===== src/rtl/uart_pkg.sv =====
// Package: uart_pkg
// Items shared between the UART receiver and transmitter: the receiver state
// encoding and the frame-shape constants.
package uart_pkg;

   typedef enum logic [2:0] {
      IDLE,
      START,
      DATA,
      STOP,
      WAIT_HIGH
   } rx_state_t;

   // Payload bits per frame.
   localparam int DATA_BITS = 8;

   // Bits per frame with one stop bit: start + 8 data + stop.
   localparam int bit_count_done = 10;

endpackage


===== src/rtl/uart_sync2.sv =====
// Module: uart_sync2
// Two-flop synchronizer for a single asynchronous bit.
// Both flops reset to 1, which is the idle level of a serial line.
// Ports:
//   clock       in   system clock
//   tick_reset  in   synchronous, active-high reset
//   tick_async  in   asynchronous input bit
//   line        out  synchronized copy of tick_async, 2 clocks late
module uart_sync2 (
   input  logic clock,
   input  logic tick_reset,
   input  logic tick_async,
   output logic line
);

   logic sync_p0;
   logic sync_p1;

   always_ff @(posedge clock) begin
      if (tick_reset) begin
         sync_p0 <= 1'b1;
         sync_p1 <= 1'b1;
      end else begin
         // stage 0: first capture, may go metastable
         sync_p0 <= tick_async;
         // stage 1: settled value
         sync_p1 <= sync_p0;
      end
   end

   assign line = sync_p1;

endmodule


===== src/rtl/uart_rx.sv =====
// Module: uart_rx
// Serial receiver: 1 start bit, 8 data bits LSB first, 1 or more stop bits.
// Each bit is sampled once, at mid-bit, from the synchronized line.
// A good frame produces a 1-cycle get_valid_ret pulse with the byte held in
// get_buffer_ret; a low stop bit produces a 1-cycle get_error_ret pulse.
// Optional feature macro: UART_RX_CHECKSUM_EN adds a 32-bit running sum of
// all good bytes on get_checksum_ret.
// Ports:
//   clock             in   system clock
//   tick_reset        in   synchronous, active-high reset
//   tick_serial       in   raw serial line, idles high, asynchronous
//   get_valid_ret     out  1-cycle pulse: new byte in get_buffer_ret
//   get_buffer_ret    out  last good byte, held until the next good byte
//   get_error_ret     out  1-cycle pulse: framing error
//   get_busy_ret      out  receiver is not idle
//   get_checksum_ret  out  sum of good bytes mod 2^32 (UART_RX_CHECKSUM_EN only)
module uart_rx
   import uart_pkg::*;
#(
   parameter int cycles_per_bit = 4
) (
   input  logic        clock,
   input  logic        tick_reset,
   input  logic        tick_serial,
   output logic        get_valid_ret,
   output logic [7:0]  get_buffer_ret,
   output logic        get_error_ret,
   output logic        get_busy_ret
`ifdef UART_RX_CHECKSUM_EN
   ,
   output logic [31:0] get_checksum_ret
`endif
);

   localparam int              DW       = $clog2(cycles_per_bit);
   localparam logic [DW-1:0]   HALF     = DW'((cycles_per_bit - 1) / 2);
   localparam logic [DW-1:0]   LAST     = DW'(cycles_per_bit - 1);
   localparam logic [3:0]      LAST_BIT = 4'(DATA_BITS - 1);

   logic                 line;
   rx_state_t            state, state_n;
   logic [DW-1:0]        delay, delay_n;
   logic [3:0]           count, count_n;
   logic [DATA_BITS-1:0] shift, shift_n;
   logic [7:0]           buffer_n;
   logic                 valid_n;
   logic                 error_n;

   uart_sync2 u_sync (
      .clock      (clock),
      .tick_reset (tick_reset),
      .tick_async (tick_serial),
      .line       (line)
   );

   always_ff @(posedge clock) begin
      if (tick_reset) begin
         state          <= IDLE;
         delay          <= '0;
         count          <= '0;
         shift          <= '0;
         get_buffer_ret <= '0;
         get_valid_ret  <= 1'b0;
         get_error_ret  <= 1'b0;
      end else begin
         state          <= state_n;
         delay          <= delay_n;
         count          <= count_n;
         shift          <= shift_n;
         get_buffer_ret <= buffer_n;
         get_valid_ret  <= valid_n;
         get_error_ret  <= error_n;
      end
   end

   always_comb begin
      state_n  = state;
      delay_n  = delay;
      count_n  = count;
      shift_n  = shift;
      buffer_n = get_buffer_ret;
      valid_n  = 1'b0;
      error_n  = 1'b0;
      case (state)
         IDLE: begin
            if (!line) begin
               state_n = START;
               delay_n = '0;
            end
         end
         START: begin
            // Re-check the line at mid start bit so a short glitch is dropped.
            if (delay < HALF) begin
               delay_n = delay + 1'b1;
            end else if (!line) begin
               state_n = DATA;
               delay_n = '0;
               count_n = '0;
            end else begin
               state_n = IDLE;
            end
         end
         DATA: begin
            if (delay < LAST) begin
               delay_n = delay + 1'b1;
            end else begin
               shift_n = {line, shift[DATA_BITS-1:1]};
               delay_n = '0;
               count_n = count + 4'd1;
               if (count == LAST_BIT) state_n = STOP;
            end
         end
         STOP: begin
            // Leaving at mid stop bit leaves half a bit to catch the next start edge.
            if (delay < LAST) begin
               delay_n = delay + 1'b1;
            end else if (line) begin
               valid_n  = 1'b1;
               buffer_n = shift;
               delay_n  = '0;
               state_n  = IDLE;
            end else begin
               error_n = 1'b1;
               delay_n = '0;
               state_n = WAIT_HIGH;
            end
         end
         WAIT_HIGH: begin
            // A held-low line (break) must not look like a fresh start bit.
            if (line) state_n = IDLE;
         end
         default: begin
            state_n = IDLE;
         end
      endcase
   end

   assign get_busy_ret = (state != IDLE);

`ifdef UART_RX_CHECKSUM_EN
   always_ff @(posedge clock) begin
      if (tick_reset) begin
         get_checksum_ret <= '0;
      end else if (valid_n) begin
         get_checksum_ret <= get_checksum_ret + {24'h0, shift};
      end
   end
`endif

endmodule


===== config.mk =====
export PLATFORM = sky130hd
export DESIGN_NAME = uart_rx
export DESIGN_NICKNAME = d
export VERILOG_FILES = /design/src/rtl/uart_pkg.sv /design/src/rtl/uart_sync2.sv /design/src/rtl/uart_rx.sv
export SDC_FILE = /design/constraint.sdc
export NUM_CORES = 1
export LEC_CHECK = 0
export BUFFER_PORTS_ARGS = -buffer_cell sky130_fd_sc_hd__buf_4
export CAP_MARGIN = 20
export CORE_MARGIN = 5
export CORE_UTILIZATION = 56
export CTS_CLUSTER_SIZE = 40
export DETAILED_ROUTE_END_ITERATION = 10
export MAX_ROUTING_LAYER = met4
export PLACE_DENSITY = 0.77
export SETUP_SLACK_MARGIN = 0.1
export SLEW_MARGIN = 20
export SYNTH_ARGS = -nofsm -noshare
export SYNTH_HDL_FRONTEND = slang
export SYNTH_SLANG_ARGS = --single-unit

===== constraint.sdc =====
create_clock -name clock -period 4.85 [get_ports clock]
set_clock_uncertainty 0.1 [all_clocks]
set_input_delay 0.2425 -clock clock [delete_from_list [all_inputs] [get_ports clock]]
set_output_delay 0.2425 -clock clock [all_outputs]
set_load 0.02 [all_outputs]

==> results by group <==
Status
  • Status: finished, final reports clean

Placement
  • GP Congestion: 0.8376
  • Post-DP HPWL: 1545 µm
  • Dpl ws: 2.931 ns
  • Placed Cells: 166
  • PortBufs: 13

Synthesis
  • Top cells by area, synth: dfxtp_1 (49%), nand2_1 (7.0%), mux2i_1 (6.7%), a21oi_1 (6.3%), nor2_1 (3.8%)
  • Synthesized area per cell: 8.861 µm²
  • Adder-Cell Fraction of Synth Area: 3.161%
  • Async SR Flop Fraction: 0%
  • Combinational family with the most area after synthesis: simple AND/OR/NAND/NOR gates
  • FF+latch count, synth: 29
  • Yosys top cell area share: 48.89%
  • Synth cell types: 33
  • Simple-gate share of the synthesized area: 24.13%
  • Synth warn: 0
  • Synth Area in Compound Gates: 11.91%
  • Synth Area in XOR/XNOR: 1.475%
  • Multiplexer share of the synthesized area: 6.744%
  • Post-Syn Instances: 134
  • Sequential area share after synthesis: 48.89%
  • Primary FF master, synth: dfxtp_1
  • Post-synth EDFFs: 0
  • Synth area leader: dfxtp_1
  • Synth Cell Area: 1187 µm²
  • Synthesized Nets: 140

Clock tree
  • CTS buffer count: 5
  • CTS HTree Levels: 2
  • Clk Latency, worst-skew pair: 0.33 ns
  • CTS tree: done
  • CTS Root Cell: clkbuf_4
  • CTS sink cnt: 29
  • # resized after CTS: 0
  • Clk buf depth: 2
  • Clock transition at the registers of the reported paths: 0.09 ns

Floorplan
  • Die Ht: 56.05 µm
  • Number of I/O pins: 14
  • Core outline area: 1982 µm²
  • DIE WIDTH: 56.05 µm
  • Initial core utilization: 59.91%
  • Site Rows: 16
  • Die footprint: 3141 µm²

Worst setup path
  • WS Path Type: reg2reg
  • R2r startpoint: delay[1]
  • Worst Path Required: 4.96 ns
  • FF-to-FF path depth: 5
  • Reg-to-reg critical path endpoint: get_buffer_ret[1]
  • Crit start category: flop
  • Critical Path AT: 2.03 ns
  • CP Max Fanout: 9
  • FF-to-FF setup slack: 2.92 ns
  • Element type at the critical path end: flop

Timing
  • Worst slew margin: 61.67%
  • Final hold vios: 0
  • Worst Max-Slew Pin Slew: 0.5733 ns
  • Fin Setup TNS: 0 ns
  • Fin crit period: 1.927 ns
  • F_max: 519.1 MHz
  • RSZ-0062 raised after global routing: no
  • Pins Over Slew Limit: 0
  • Post-route setup slack: 2.923 ns
  • Final worst-path cycle share: 39.72%
  • Setup-failing EPs final: 0

Power and ir drop
  • Clk pwr share: 44.2%
  • Max VDD drop: 0.2489 mV
  • Switching share of power: 19.61%
  • Reg power frac: 52.8%
  • PwrDens: 332.2 nW/µm²
  • Logic pwr share: 3.0%
  • Leak pwr: 0.5782 nW
  • Power Internal: 0.0003689 W
  • Switch Pwr: 0.00008997 W

Global routing
  • Overflow left after global routing: 0
  • GRT Total Usage: 16.46%
  • First-pass GRT wire length: 3850 µm
  • Vias in the first global route: 880
  • Initial antenna violation count: 0
  • Largest net degree at the start of global routing: 31

Cells and area
  • Layout cells sized above 1: 17.57%
  • Area Overhead vs Synth: 16.33%
  • Fill count: 159
  • Final Non-Filler Cells: 175
  • Multi-input gate area: 563.0 µm²
  • Util after Layout: 69.70%
  • N_diodes: 0
  • Sequential cell area: 580.6 µm²
  • Nets@finish: 153

Job
  • # Max-Cap Violations: 0

Routing
  • DRT Wirelength: 2199 µm
  • WL/cell: 12.57 µm
  • Avg Vias per Cell: 5.371
  • # DRC: 0
  • Pre-antenna DRT Iters: 7
  • Via count of the routed design: 940
  • Post-route ant nets: 0
  • 1st-iter DRT viols: 14

Worst hold path
  • HP Start: tick_reset
  • WHS Endpoint: get_valid_ret
  • Hold Path Stages: 2
  • Hold Crit Class: in2reg
[power by group through the flow]
stage / Combinational [W] / Sequential (W) / Clock [W]
finish: 0.0000137 / 0.000242 / 0.000203
global placement: 0.0000128 / 0.000248 / 0
global route: 0.0000152 / 0.000243 / 0.000223
detailed placement: 0.0000131 / 0.000248 / 0
CTS: 0.0000137 / 0.000242 / 0.000207
floorplan: 0.0000109 / 0.000246 / 0
[metal layers]
| layer | up-vias | GRT usage (%) | routed length, µm |
|---|---|---|---|
| met4 | 0 | 13.22 | 42 |
| li1 | 479 | - | - |
| met2 | 23 | 24.71 | 1071 |
| met3 | 4 | 5.104 | 107 |
| met5 | - | - | 0 |
| met1 | 434 | 17.75 | 977 |
[synth_stat cells (all sizes together) (3+ instances only)]
cell,n
nand2,22
nor2,12
inv,3
a21oi,15
nand2b,3
dfxtp,29
mux2i,8
ha,3
nor3,5
clkbuf,6
[kinds of logic (layout without fill, tap and decap cells)]
family | Yosys count | count (layout)
compound gates | 24 | 24
xor+xnor | 2 | 2
fa+ha+maj | 3 | 3
buf+inv | 11 | 25
flops | 29 | 29
mux | 8 | 8
simple gates | 57 | 57
[cell type report]
cell class / count / share of cell area [%]
sequential: 29 / 42.03
multi-input combinational: 94 / 40.76
timing repair buffer: 14 / 7.790
clock buffer: 7 / 3.986
tap: 27 / 2.446
clock inverter: 1 / 2.174
inverter: 3 / 0.8152
[per-stage QoR]
stage               hold slack, ns  instance area (µm²)  power (W)
floorplan                   0.2463                 1187  0.0002574
global placement            0.2915                 1286  0.0002607
detailed placement          0.2977                 1286  0.0002611
CTS                         0.1733                 1381  0.0004627
global route                0.1654                 1381  0.0004813
finish                      0.1801                 1381  0.0004589
[registers in the layout (all words and copies together), names as in the netlist]
register and cells:
u_sync.line 1, u_sync.sync_p0 1, get_valid_ret 1, delay 2, get_buffer_ret 8, count 4
shift 8, get_error_ret 1, state 3
[cells in the final DEF (no fill, tap or decap), types with 3 or more instances in the layout]
| cell type | netlist | routed |
|---|---|---|
| nor3_1 | 4 | 4 |
| nand2_1 | 22 | 22 |
| ha_1 | 3 | 3 |
| mux2i_1 | 8 | 8 |
| nand2b_1 | 3 | 3 |
| a21oi_1 | 15 | 15 |
| inv_1 | 3 | 3 |
| buf_4 | 0 | 13 |
| nor2_1 | 12 | 12 |
| dfxtp_1 | 29 | 29 |
| clkbuf_4 | 0 | 5 |
[repair_timing]
item                       in CTS  in global routing
setup buffers                   0                  0
hold buffers                    1                  0
hold endpoints to repair        1                  0
setup endpoints to repair       0                  0
[worst max path at each step]
stage / start / end / cells past startpoint
global placement: delay[1] / get_buffer_ret[5] / 5
floorplan: delay[1] / count[3] / 6
detailed placement: delay[1] / get_buffer_ret[1] / 5
CTS: delay[1] / get_buffer_ret[1] / 5
global route: delay[1] / get_buffer_ret[1] / 5
finish: delay[1] / get_buffer_ret[1] / 5
[worst max-delay path, cell delays in order, from the launching register on]
cell     delay [ns]
dfxtp_1        0.41
ha_1           0.24
and2b_1        0.20
nand4_1        0.48
mux2i_1        0.33
nor2_1         0.05
No activity file was read; power rests on OpenSTA's default activity.
